**src/rtl/traffic_pkg.sv**
```systemverilog
// Shared lamp encodings, fault codes, monitor state encoding and small helpers
// for the two-light conflict monitor.
package traffic_pkg;

    // Width of every run-length counter; all counters saturate at CNT_MAX.
    localparam int               CNT_W   = 8;
    localparam logic [CNT_W-1:0] CNT_MAX = 8'd255;

    // Lamp words are {red, ylw, grn}.
    localparam logic [2:0] LAMP_RED     = 3'b100;
    localparam logic [2:0] LAMP_YLW     = 3'b010;
    localparam logic [2:0] LAMP_GRN     = 3'b001;
    localparam logic [2:0] LAMP_ALL_OFF = 3'b000;
    localparam logic [2:0] LAMP_ERR     = 3'b111;

    // Fault codes; a lower code wins when several faults hit the same sample.
    localparam logic [2:0] FC_NONE      = 3'd0;
    localparam logic [2:0] FC_CONFLICT  = 3'd1;
    localparam logic [2:0] FC_ILLEGAL   = 3'd2;
    localparam logic [2:0] FC_DARK      = 3'd3;
    localparam logic [2:0] FC_SHORT_YLW = 3'd4;
    localparam logic [2:0] FC_BAD_TRANS = 3'd5;
    localparam logic [2:0] FC_SHORT_CLR = 3'd6;

    // Monitor FSM: watching, latched fault with flashing red, waiting to re-arm.
    typedef enum logic [1:0] {
        ST_MON   = 2'd0,
        ST_FLASH = 2'd1,
        ST_ARM   = 2'd2
    } mon_state_e;

    function automatic logic [CNT_W-1:0] sat_inc(input logic [CNT_W-1:0] v);
        return (v == CNT_MAX) ? v : v + 8'd1;
    endfunction

    function automatic logic lamp_legal(input logic [2:0] w);
        return (w == LAMP_RED) || (w == LAMP_YLW) || (w == LAMP_GRN) || (w == LAMP_ALL_OFF);
    endfunction

    // A lamp "shows traffic" when it is neither red nor dark; illegal words count too.
    function automatic logic lamp_active(input logic [2:0] w);
        return (w != LAMP_RED) && (w != LAMP_ALL_OFF);
    endfunction

endpackage

```
**src/rtl/lamp_phase_tracker.sv**
```systemverilog
// Per-light history: previous lamp word, consecutive-yellow and consecutive-dark
// run lengths, and the per-light fault flags derived from the word now on the input.
module lamp_phase_tracker
    import traffic_pkg::*;
#(
    parameter int MIN_YLW  = 3,
    parameter int DARK_MAX = 4
) (
    input  logic       clk,
    input  logic       reset_n,
    input  logic       cnt_clr,
    input  logic [2:0] word,
    output logic       illegal_word,
    output logic       bad_trans,
    output logic       short_ylw,
    output logic       dark_long,
    output logic       red_to_grn
);

    localparam logic [CNT_W-1:0] MIN_YLW_C  = CNT_W'(MIN_YLW);
    localparam logic [CNT_W-1:0] DARK_MAX_C = CNT_W'(DARK_MAX);

    logic [2:0]       prev_q, prev_d;
    logic [CNT_W-1:0] ylw_cnt_q, ylw_cnt_d;
    logic [CNT_W-1:0] dark_cnt_q, dark_cnt_d;

    // Next history: always remember the word; runs extend or restart, and a re-arm wipes them.
    always_comb begin
        prev_d     = word;
        ylw_cnt_d  = (word == LAMP_YLW)     ? sat_inc(ylw_cnt_q)  : '0;
        dark_cnt_d = (word == LAMP_ALL_OFF) ? sat_inc(dark_cnt_q) : '0;
        if (cnt_clr) begin
            ylw_cnt_d  = '0;
            dark_cnt_d = '0;
        end
    end

    // History registers; reset leaves the light looking dark with empty runs.
    always_ff @(posedge clk or posedge reset_n) begin
        if (reset_n) begin
            prev_q     <= LAMP_ALL_OFF;
            ylw_cnt_q  <= '0;
            dark_cnt_q <= '0;
        end else begin
            prev_q     <= prev_d;
            ylw_cnt_q  <= ylw_cnt_d;
            dark_cnt_q <= dark_cnt_d;
        end
    end

    // Flags judge the incoming word against the history up to the previous sample.
    always_comb begin
        illegal_word = !lamp_legal(word);
        bad_trans    = ((prev_q == LAMP_GRN) && (word == LAMP_RED))
                    || ((prev_q == LAMP_YLW) && (word == LAMP_GRN))
                    || ((prev_q == LAMP_RED) && (word == LAMP_YLW));
        short_ylw    = (prev_q == LAMP_YLW) && (word == LAMP_RED) && (ylw_cnt_q < MIN_YLW_C);
        // The incoming dark sample is the (dark_cnt_q+1)-th in a row.
        dark_long    = (word == LAMP_ALL_OFF) && (dark_cnt_q >= DARK_MAX_C);
        red_to_grn   = (prev_q == LAMP_RED) && (word == LAMP_GRN);
    end

endmodule

```
**src/rtl/light_conflict_monitor.sv**
```systemverilog
// Two-light conflict monitor: detects unsafe lamp patterns in the cycle they appear,
// latches the first fault code, drives a flashing-red failsafe, and re-arms after an
// operator clear followed by a settled all-red (or all-dark) interval.
module light_conflict_monitor
    import traffic_pkg::*;
#(
    parameter int MIN_YLW    = 3,
    parameter int MIN_RED    = 2,
    parameter int DARK_MAX   = 4,
    parameter int FLASH_HALF = 8
) (
    input  logic       clk,
    input  logic       reset_n,
    input  logic [2:0] light0,
    input  logic [2:0] light1,
    input  logic       fault_clr,
    output logic       fault,
    output logic [2:0] fault_code,
    output logic       flash_red
);

    localparam logic [CNT_W-1:0] MIN_RED_C  = CNT_W'(MIN_RED);
    localparam logic [CNT_W-1:0] FLASH_LAST = CNT_W'(FLASH_HALF - 1);

    mon_state_e       state_q, state_d;
    logic [2:0]       code_q, code_d;
    logic             flash_q, flash_d;
    logic [CNT_W-1:0] flash_cnt_q, flash_cnt_d;
    logic [CNT_W-1:0] allred_cnt_q, allred_cnt_d;
    logic [CNT_W-1:0] arm_cnt_q, arm_cnt_d;
    logic [CNT_W-1:0] arm_cnt_inc;

    logic illegal0, bad_trans0, short_ylw0, dark_long0, r2g0;
    logic illegal1, bad_trans1, short_ylw1, dark_long1, r2g1;
    logic both_red, both_dark, arm_qual, conflict, short_clr;
    logic [2:0] fault_sel;
    logic fault_det, enter_flash, leave_arm;

    lamp_phase_tracker #(.MIN_YLW(MIN_YLW), .DARK_MAX(DARK_MAX)) u_trk0 (
        .clk          (clk),
        .reset_n      (reset_n),
        .cnt_clr      (leave_arm),
        .word         (light0),
        .illegal_word (illegal0),
        .bad_trans    (bad_trans0),
        .short_ylw    (short_ylw0),
        .dark_long    (dark_long0),
        .red_to_grn   (r2g0)
    );

    lamp_phase_tracker #(.MIN_YLW(MIN_YLW), .DARK_MAX(DARK_MAX)) u_trk1 (
        .clk          (clk),
        .reset_n      (reset_n),
        .cnt_clr      (leave_arm),
        .word         (light1),
        .illegal_word (illegal1),
        .bad_trans    (bad_trans1),
        .short_ylw    (short_ylw1),
        .dark_long    (dark_long1),
        .red_to_grn   (r2g1)
    );

    // Combine both lights into a single prioritised fault code (lowest code wins).
    always_comb begin
        both_red  = (light0 == LAMP_RED) && (light1 == LAMP_RED);
        both_dark = (light0 == LAMP_ALL_OFF) && (light1 == LAMP_ALL_OFF);
        arm_qual  = both_red || both_dark;
        conflict  = lamp_active(light0) && lamp_active(light1);
        short_clr = (r2g0 || r2g1) && (allred_cnt_q < MIN_RED_C);
        fault_sel = FC_NONE;
        if (conflict)                       fault_sel = FC_CONFLICT;
        else if (illegal0 || illegal1)      fault_sel = FC_ILLEGAL;
        else if (dark_long0 || dark_long1)  fault_sel = FC_DARK;
        else if (short_ylw0 || short_ylw1)  fault_sel = FC_SHORT_YLW;
        else if (bad_trans0 || bad_trans1)  fault_sel = FC_BAD_TRANS;
        else if (short_clr)                 fault_sel = FC_SHORT_CLR;
        fault_det   = (fault_sel != FC_NONE);
        arm_cnt_inc = sat_inc(arm_cnt_q);
    end

    // FSM state register.
    always_ff @(posedge clk or posedge reset_n) begin
        if (reset_n) state_q <= ST_MON;
        else         state_q <= state_d;
    end

    // FSM next state: only MON listens for faults, only FLASH listens for the clear.
    always_comb begin
        state_d = state_q;
        case (state_q)
            ST_MON:   if (fault_det) state_d = ST_FLASH;
            ST_FLASH: if (fault_clr) state_d = ST_ARM;
            ST_ARM:   if (arm_qual && (arm_cnt_inc >= MIN_RED_C)) state_d = ST_MON;
            default:  state_d = ST_MON;
        endcase
        enter_flash = (state_q == ST_MON) && (state_d == ST_FLASH);
        leave_arm   = (state_q == ST_ARM) && (state_d == ST_MON);
    end

    // Latched code, flash phase, all-red run and re-arm run for the next cycle.
    always_comb begin
        code_d       = code_q;
        flash_d      = flash_q;
        flash_cnt_d  = flash_cnt_q;
        allred_cnt_d = both_red ? sat_inc(allred_cnt_q) : '0;
        arm_cnt_d    = '0;
        if (state_q == ST_ARM) arm_cnt_d = arm_qual ? arm_cnt_inc : '0;
        if (enter_flash) begin
            code_d      = fault_sel;
            flash_d     = 1'b1;
            flash_cnt_d = '0;
        end else if (leave_arm) begin
            code_d       = FC_NONE;
            flash_d      = 1'b0;
            flash_cnt_d  = '0;
            allred_cnt_d = '0;
            arm_cnt_d    = '0;
        end else if (state_q != ST_MON) begin
            if (flash_cnt_q == FLASH_LAST) begin
                flash_d     = !flash_q;
                flash_cnt_d = '0;
            end else begin
                flash_cnt_d = flash_cnt_q + 8'd1;
            end
        end
    end

    // Datapath registers; reset drops any latched fault immediately.
    always_ff @(posedge clk or posedge reset_n) begin
        if (reset_n) begin
            code_q       <= FC_NONE;
            flash_q      <= 1'b0;
            flash_cnt_q  <= '0;
            allred_cnt_q <= '0;
            arm_cnt_q    <= '0;
        end else begin
            code_q       <= code_d;
            flash_q      <= flash_d;
            flash_cnt_q  <= flash_cnt_d;
            allred_cnt_q <= allred_cnt_d;
            arm_cnt_q    <= arm_cnt_d;
        end
    end

    // FSM outputs: fault follows the state, code and flash come from their registers.
    always_comb begin
        fault      = (state_q != ST_MON);
        fault_code = code_q;
        flash_red  = flash_q;
    end

endmodule

```
**config.mk**
```make
export PLATFORM = sky130hd
export DESIGN_NAME = light_conflict_monitor
export DESIGN_NICKNAME = d
export VERILOG_FILES = /design/src/rtl/traffic_pkg.sv /design/src/rtl/lamp_phase_tracker.sv /design/src/rtl/light_conflict_monitor.sv
export SDC_FILE = /design/constraint.sdc
export NUM_CORES = 1
export LEC_CHECK = 0
export CORE_ASPECT_RATIO = 1.75
export CORE_UTILIZATION = 37
export CTS_CLUSTER_SIZE = 10
export DETAILED_ROUTE_END_ITERATION = 8
export PLACE_DENSITY_LB_ADDON = 0.3
export SETUP_SLACK_MARGIN = 0.3
export SYNTH_ARGS = -nofsm -noshare
export SYNTH_HDL_FRONTEND = slang
export SYNTH_SLANG_ARGS = --single-unit
```
**constraint.sdc**
```tcl
create_clock -name clk -period 2.4 [get_ports clk]
set_clock_uncertainty 0.15 [all_clocks]
set_input_delay 0.72 -clock clk [delete_from_list [all_inputs] [get_ports clk]]
set_output_delay 0.72 -clock clk [all_outputs]
set_load 0.005 [all_outputs]
```
==> impl_metrics.tcl, run 1 <==
set metrics [dict create \
    status "complete, no violations" \
    wl_per_cell_um 14.2 \
    leakagePower_nw 2.14 \
    h-tree-depth 3 \
    syn_area_um2 3550 \
    syn_to_final_growth_pct 39.5 \
    power_density_nw_per_um2 691 \
    hpwl_mm 5.62 \
    antenna_cells 0 \
    gp_congestion 0.792 \
    crit_type "register to register" \
    hold_viol_final 0 \
    io_pins 14 \
    endpoint_kind "register" \
    die-area_um2 9990 \
    cp-start-kind "register" \
    p_comb_frac 0.208 \
    fmax_mhz 437 \
    drt_first_pass_iters 5 \
    cts_made_buffers 9 \
    worst_hold_path_type "register to register" \
    synth_edf_count 0 \
    rows 46 \
    grt_antenna_before_repair 0 \
    ys_types 48 \
    seq_area_frac_synth 0.480 \
    drt-initial-drc-count 133 \
    setup_violations 0 \
    period_needed_ns 2.29 \
    synth-async-reset-ratio 1.00 \
    ctsRootBufferMaster "clkbuf_16" \
    p_total_mw 3.42 \
    layout-drive-gt1-share 0.300 \
    syn_avg_cell_area_um2 9.69 \
    synth_seq_cells 68 \
    grt_use_total 0.175 \
    hold_start "flash_cnt_q[0]$_DFFE_PP0P_" \
    path_clk_slew_ns 0.05 \
    min_path_cells 1 \
    fp.coreArea_um2 9210 \
    cap_viol_max_count 0 \
    synth-main-ff-cell "dfrtp_1" \
    slew_violations 0 \
    die_h_um 132 \
    worstReg2RegStart "u_trk0.dark_cnt_q[2]$_DFFE_PP0P_" \
    io_buffers 13 \
    reg2regPathDepth 6 \
    yosys_warnings 0 \
    cp.arrival_ns 2.34 \
    clkPwrFrac 0.397 \
    ir_drop_v 0.000401 \
    cts_tree "built" \
    syn_inst 366 \
    rsz0062_at_grt "true" \
    final_net_count 468 \
    clock_sinks 68 \
    overflow 0 \
    p_switching_mw 0.893 \
    clockBufferDepth 2 \
    intPower_mw 2.53 \
    ant_nets 0 \
    grt_pass1_wl_mm 14.0 \
    vias 3124 \
    ff2ff_setup_slack_ns 0.11 \
    regToRegEndpoint "flash_red$_DFFE_PP0P_" \
    drt_wl_total_mm 8.15 \
    die_w_um 76 \
    ctsHoldBuffers 0 \
    initial_core_util 0.385 \
    hold_ws_ns 0.360 \
    grt_max_degree 27 \
    drc 0 \
    grt_pass1_vias 3247 \
    swShare 0.261 \
    critical_path_required_ns 2.45 \
    viasPerCell 5.44 \
    fin_crit_sh 0.954 \
    holdPathEnd "flash_cnt_q[0]$_DFFE_PP0P_" \
    cp_max_fo 8 \
    seq_power_share 0.394 \
    insertion_delay_ns 0.33 \
]
-- kinds of logic after synthesis --
group           count (synthesis)  share of synthesized area
simple gates                  176                      0.270
flops                          68                      0.480
compound gates                 59                      0.111
xor+xnor                       23                     0.0568
buf+inv                        23                     0.0296
fa+ha+maj                       9                     0.0318
mux                             7                     0.0198
other cells                     1                    0.00106
-- cell type report --
cell class / count / area [um^2]
Clock buffer: 13 / 240
Sequential cell: 68 / 1700
Inverter: 16 / 63.8
Clock inverter: 2 / 60.1
Fill cell: 818 / 4260
Tap cell: 120 / 150
Timing Repair Buffer: 73 / 647
Multi-Input combinational cell: 282 / 2080
-- Yosys cell counts, drive strengths merged, types with 2 or more instances --
cell type,count,area [um^2]
o21ai,14,73.8
and3,19,119
o221ai,2,17.5
a21oi,9,45.0
clkbuf,4,15.0
xor2,15,131
or4,3,22.5
a211oi,6,45.0
inv,16,60.1
or3b,4,35.0
ha,9,113
nor4,6,52.6
nand2,18,67.6
a311oi,2,17.5
nor3b,3,22.5
nor3,13,65.1
o31a,2,17.5
a31oi,13,81.3
mux2i,7,70.1
nor2,51,191
nor4b,4,35.0
nand3,25,125
nand3b,3,22.5
nand4,18,128
nor2b,3,18.8
nor4bb,4,40.0
buf,3,30.0
xnor2,8,70.1
dfrtp,68,1700
-- layer usage --
layer / up-vias / track usage / wire (um)
met4: 0 / 0.121 / 243
met5: - / 0 / 0
li1: 1502 / - / -
met3: 21 / 0.0354 / 224
met2: 65 / 0.320 / 4490
met1: 1536 / 0.175 / 3190
-- sequential cells by signal, indices dropped and copies added, names as in the netlist --
signal and flops:
flash_red 1, u_trk0.prev_q 3, u_trk1.dark_cnt_q 8, flash_cnt_q 8
fault_code 3, u_trk0.ylw_cnt_q 8, u_trk0.dark_cnt_q 8, u_trk1.ylw_cnt_q 8
arm_cnt_q 8, state_q 2, allred_cnt_q 8, u_trk1.prev_q 3
-- worst max-delay path: stages (launching register included) --
cell	delay [ns]
dfrtp_1	0.38
or4_4	0.53
o31a_1	0.35
nor4_4	0.31
nand4_4	0.23
a21oi_2	0.17
a311oi_1	0.05
-- power by group through the flow --
stage          clock network [mW]  logic, mW  registers, mW
2_1_floorplan                   0      0.375           1.34
6_report                     1.36      0.713           1.35
3_5_place_dp                    0      0.614           1.37
5_1_grt                      1.43      0.787           1.36
3_3_place_gp                    0      0.600           1.37
4_1_cts                      1.39      0.693           1.35
-- through the flow --
stage	setup TNS (ns)	instances	cell area, um^2	worst slack (ns)	utilization
floorplan	-0.00599	372	3590	-0.00599	-
global placement	-15.56	540	4160	-0.499	0.452
detailed placement	-15.98	540	4160	-0.534	0.452
CTS	0	571	4750	0.101	0.516
global route	0	574	4950	0.0276	0.537
finish	0	574	4950	0.110	0.537
-- how the worst max path moves through the flow --
stage / startpoint / to / cells past startpoint
after detailed placement: light1[0] / fault_code[0]$_DFFE_PP0P_ / 6
after global routing: light1[2] / fault_code[1]$_DFFE_PP0P_ / 9
final: u_trk0.dark_cnt_q[2]$_DFFE_PP0P_ / flash_red$_DFFE_PP0P_ / 6
after CTS: u_trk1.dark_cnt_q[3]$_DFFE_PP0P_ / fault_code[0]$_DFFE_PP0P_ / 7
after floorplan: light1[1] / fault_code[0]$_DFFE_PP0P_ / 6
after global placement: light1[0] / allred_cnt_q[0]$_DFF_PP0_ / 8
-- timing repair --
item | in CTS | in global routing
gates resized for setup | 56 | 49
gates cloned | 1 | 0
setup buffers | 15 | 3
endpoints found under the setup margin | 41 | 40
pin swaps | 25 | 35
-- cells in the final DEF, fill, tap and decap left out, types with 5 or more instances in the layout --
cell / netlist / layout
dfrtp_1: 68 / 66
buf_4: 1 / 49
nor2_1: 51 / 33
nand3_1: 25 / 25
and3_1: 19 / 19
nand4_1: 17 / 17
inv_1: 16 / 15
nand2_1: 18 / 15
xor2_1: 15 / 15
nor2_4: 0 / 14
a31oi_1: 13 / 12
nor3_1: 13 / 9
clkbuf_16: 0 / 9
xnor2_1: 8 / 8
o21ai_0: 12 / 8
ha_1: 9 / 7
conb_1: 1 / 7
buf_6: 2 / 7
mux2i_1: 7 / 6
a21oi_1: 9 / 5
No activity file was read; power rests on OpenSTA's default activity.
==> run 2: changes to the inputs <==
- CELL_PAD_IN_SITES_DETAIL_PLACEMENT: unset -> 0
- CELL_PAD_IN_SITES_GLOBAL_PLACEMENT: unset -> 2
- CORE_UTILIZATION: 37 -> 35
- HOLD_SLACK_MARGIN: unset -> 0.03
==> impl_metrics.tcl, run 2 (synthesized netlist as in run 1, its figures left out) <==
set metrics [dict create \
    endpoint_kind "register" \
    gp_congestion 0.753 \
    die_w_um 78.1 \
    cts_made_buffers 9 \
    cap_viol_max_count 0 \
    io_buffers 13 \
    grt_antenna_before_repair 0 \
    overflow 0 \
    final_cells 583 \
    vias 3061 \
    final_common_cell "dfrtp_1" \
    tns_ns 0 \
    wl_per_cell_um 14.9 \
    drc 0 \
    cp-start-kind "register" \
    ir_drop_v 0.000439 \
    p_total_mw 3.38 \
    dpl-instance-area_um2 4140 \
    critPathSlowestCell "or4_4" \
    hold_viol_final 0 \
    antenna_cells 0 \
    status "complete, no violations" \
    critPathMaxStageDelay_ns 0.54 \
    insertion_delay_ns 0.33 \
    io_pins 14 \
    final_cell_mix "dfrtp_1 (68), buf_4 (49), nor2_1 (44), nand3_1 (24), and3_1 (18)" \
    leakagePower_nw 2.18 \
    rows 48 \
    min_path_cells 1 \
    clockBufferDepth 2 \
    fmax_mhz 430 \
    initial_core_util 0.360 \
    ctsRootBufferMaster "clkbuf_16" \
    cp_cell_sequence "or4_4 > o31a_1 > buf_4 > buf_4 > or3_4 > o21ai_2 > mux2i_1" \
    drt_wl_total_mm 8.70 \
    cpMostUsedCell "buf_4" \
    grt_max_degree 69 \
    slew_violations 0 \
    final_net_count 472 \
    drt-initial-drc-count 120 \
    die_h_um 135 \
    reg2regPathDepth 7 \
    viasPerCell 5.25 \
    worst_hold_path_type "register to register" \
    fp.coreArea_um2 9850 \
    clock_sinks 68 \
    cp_max_fo 2 \
    grt_pass1_vias 3170 \
    crit_type "register to register" \
    critical_path_required_ns 2.46 \
    h-tree-depth 3 \
    fin_crit_sh 0.968 \
    hpwl_mm 5.83 \
    rsz0062_at_grt "true" \
    power_density_nw_per_um2 678 \
    fin_area_um2 4990 \
    path_clk_slew_ns 0.05 \
    cts_tree "built" \
    die-area_um2 10600 \
    final_core_util 0.506 \
    layout-drive-gt1-share 0.306 \
    cp.arrival_ns 2.38 \
    setup_violations 0 \
    grt_use_total 0.175 \
    ant_nets 0 \
    syn_to_final_growth_pct 40.6 \
    dp.cells 543 \
    period_needed_ns 2.32 \
    grt_pass1_wl_mm 14.4 \
    drt_first_pass_iters 4 \
]
-- run 2: cell types whose count changed in the layout (fill, tap and decap cells not counted), moves of 2 or more --
cell             change
a31oi_4              +2
bufinv_16            -2
dfrtp_2              -2
clkbuf_1             -3
a31oi_1              -2
buf_6                +3
dlygate4sd2_1        -2
dfrtp_1              +2
nor2_2               -3
nor2_4               -8
nor2_1              +11
clkdlybuf4s15_2      +2
clkbuf_8             +4
-- run 2: path summary, 6_finish.rpt --
path | from | endpoint | slack [ns]
max | u_trk1.dark_cnt_q[6]$_DFFE_PP0P_ | fault_code[1]$_DFFE_PP0P_ | 0.08
min | flash_cnt_q[0]$_DFFE_PP0P_ | flash_cnt_q[0]$_DFFE_PP0P_ | 0.37
max reg2reg | u_trk1.dark_cnt_q[6]$_DFFE_PP0P_ | fault_code[1]$_DFFE_PP0P_ | 0.08
min reg2reg | flash_cnt_q[0]$_DFFE_PP0P_ | flash_cnt_q[0]$_DFFE_PP0P_ | 0.37
max in group asynchronous | reset_n | u_trk0.prev_q[2]$_DFF_PP0_ | 1.10
min in group asynchronous | reset_n | arm_cnt_q[5]$_DFF_PP0_ | 0.69
-- run 2: power by group --
| part | internal [mW] | switching (mW) |
|---|---|---|
| combinational | 0.404 | 0.383 |
| clock | 0.804 | 0.448 |
| sequential | 1.25 | 0.0929 |
| total | 2.46 | 0.924 |
-- run 2: worst max-delay path, delay by kind of cell (launching register included) --
kind / cells / cell delay [ns]
buffers and inverters: 2 / 0.29
flip-flops: 1 / 0.38
multiplexers: 1 / 0.07
AND/OR/NAND/NOR: 2 / 0.91
AO/OA/AOI/OAI: 2 / 0.41
-- run 2: metal layers --
layer | vias up | wire (um) | global-route usage
li1 | 1514 | - | -
met1 | 1510 | 3490 | 0.176
met2 | 26 | 4870 | 0.341
met3 | 11 | 181 | 0.0330
met4 | 0 | 157 | 0.0710
met5 | - | 0 | 0
-- run 2: timing repair --
action / in CTS / in global routing
gates cloned: 1 / 1
hold buffers: 0 / 0
gates resized for setup: 59 / 37
endpoints found under the setup margin: 48 / 34
setup buffers: 13 / 10
pin swaps: 29 / 22
-- run 2: area by class of cell --
class                      instances  area (um^2)
tap                              125          156
inverter                          16         63.8
fill                             939         4860
timing repair buffer              77          693
clock buffer                      14          284
clock inverter                     1         5.00
sequential                        68         1700
multi-input combinational        282         2080
-- run 2: stage by stage --
stage,setup WS [ns],hold WS [ns]
detailed placement,-0.520,0.363
global route,-0.00206,0.386
global placement,-0.482,0.354
finish,0.0765,0.374
CTS,0.00423,0.370
floorplan,-0.00599,0.322
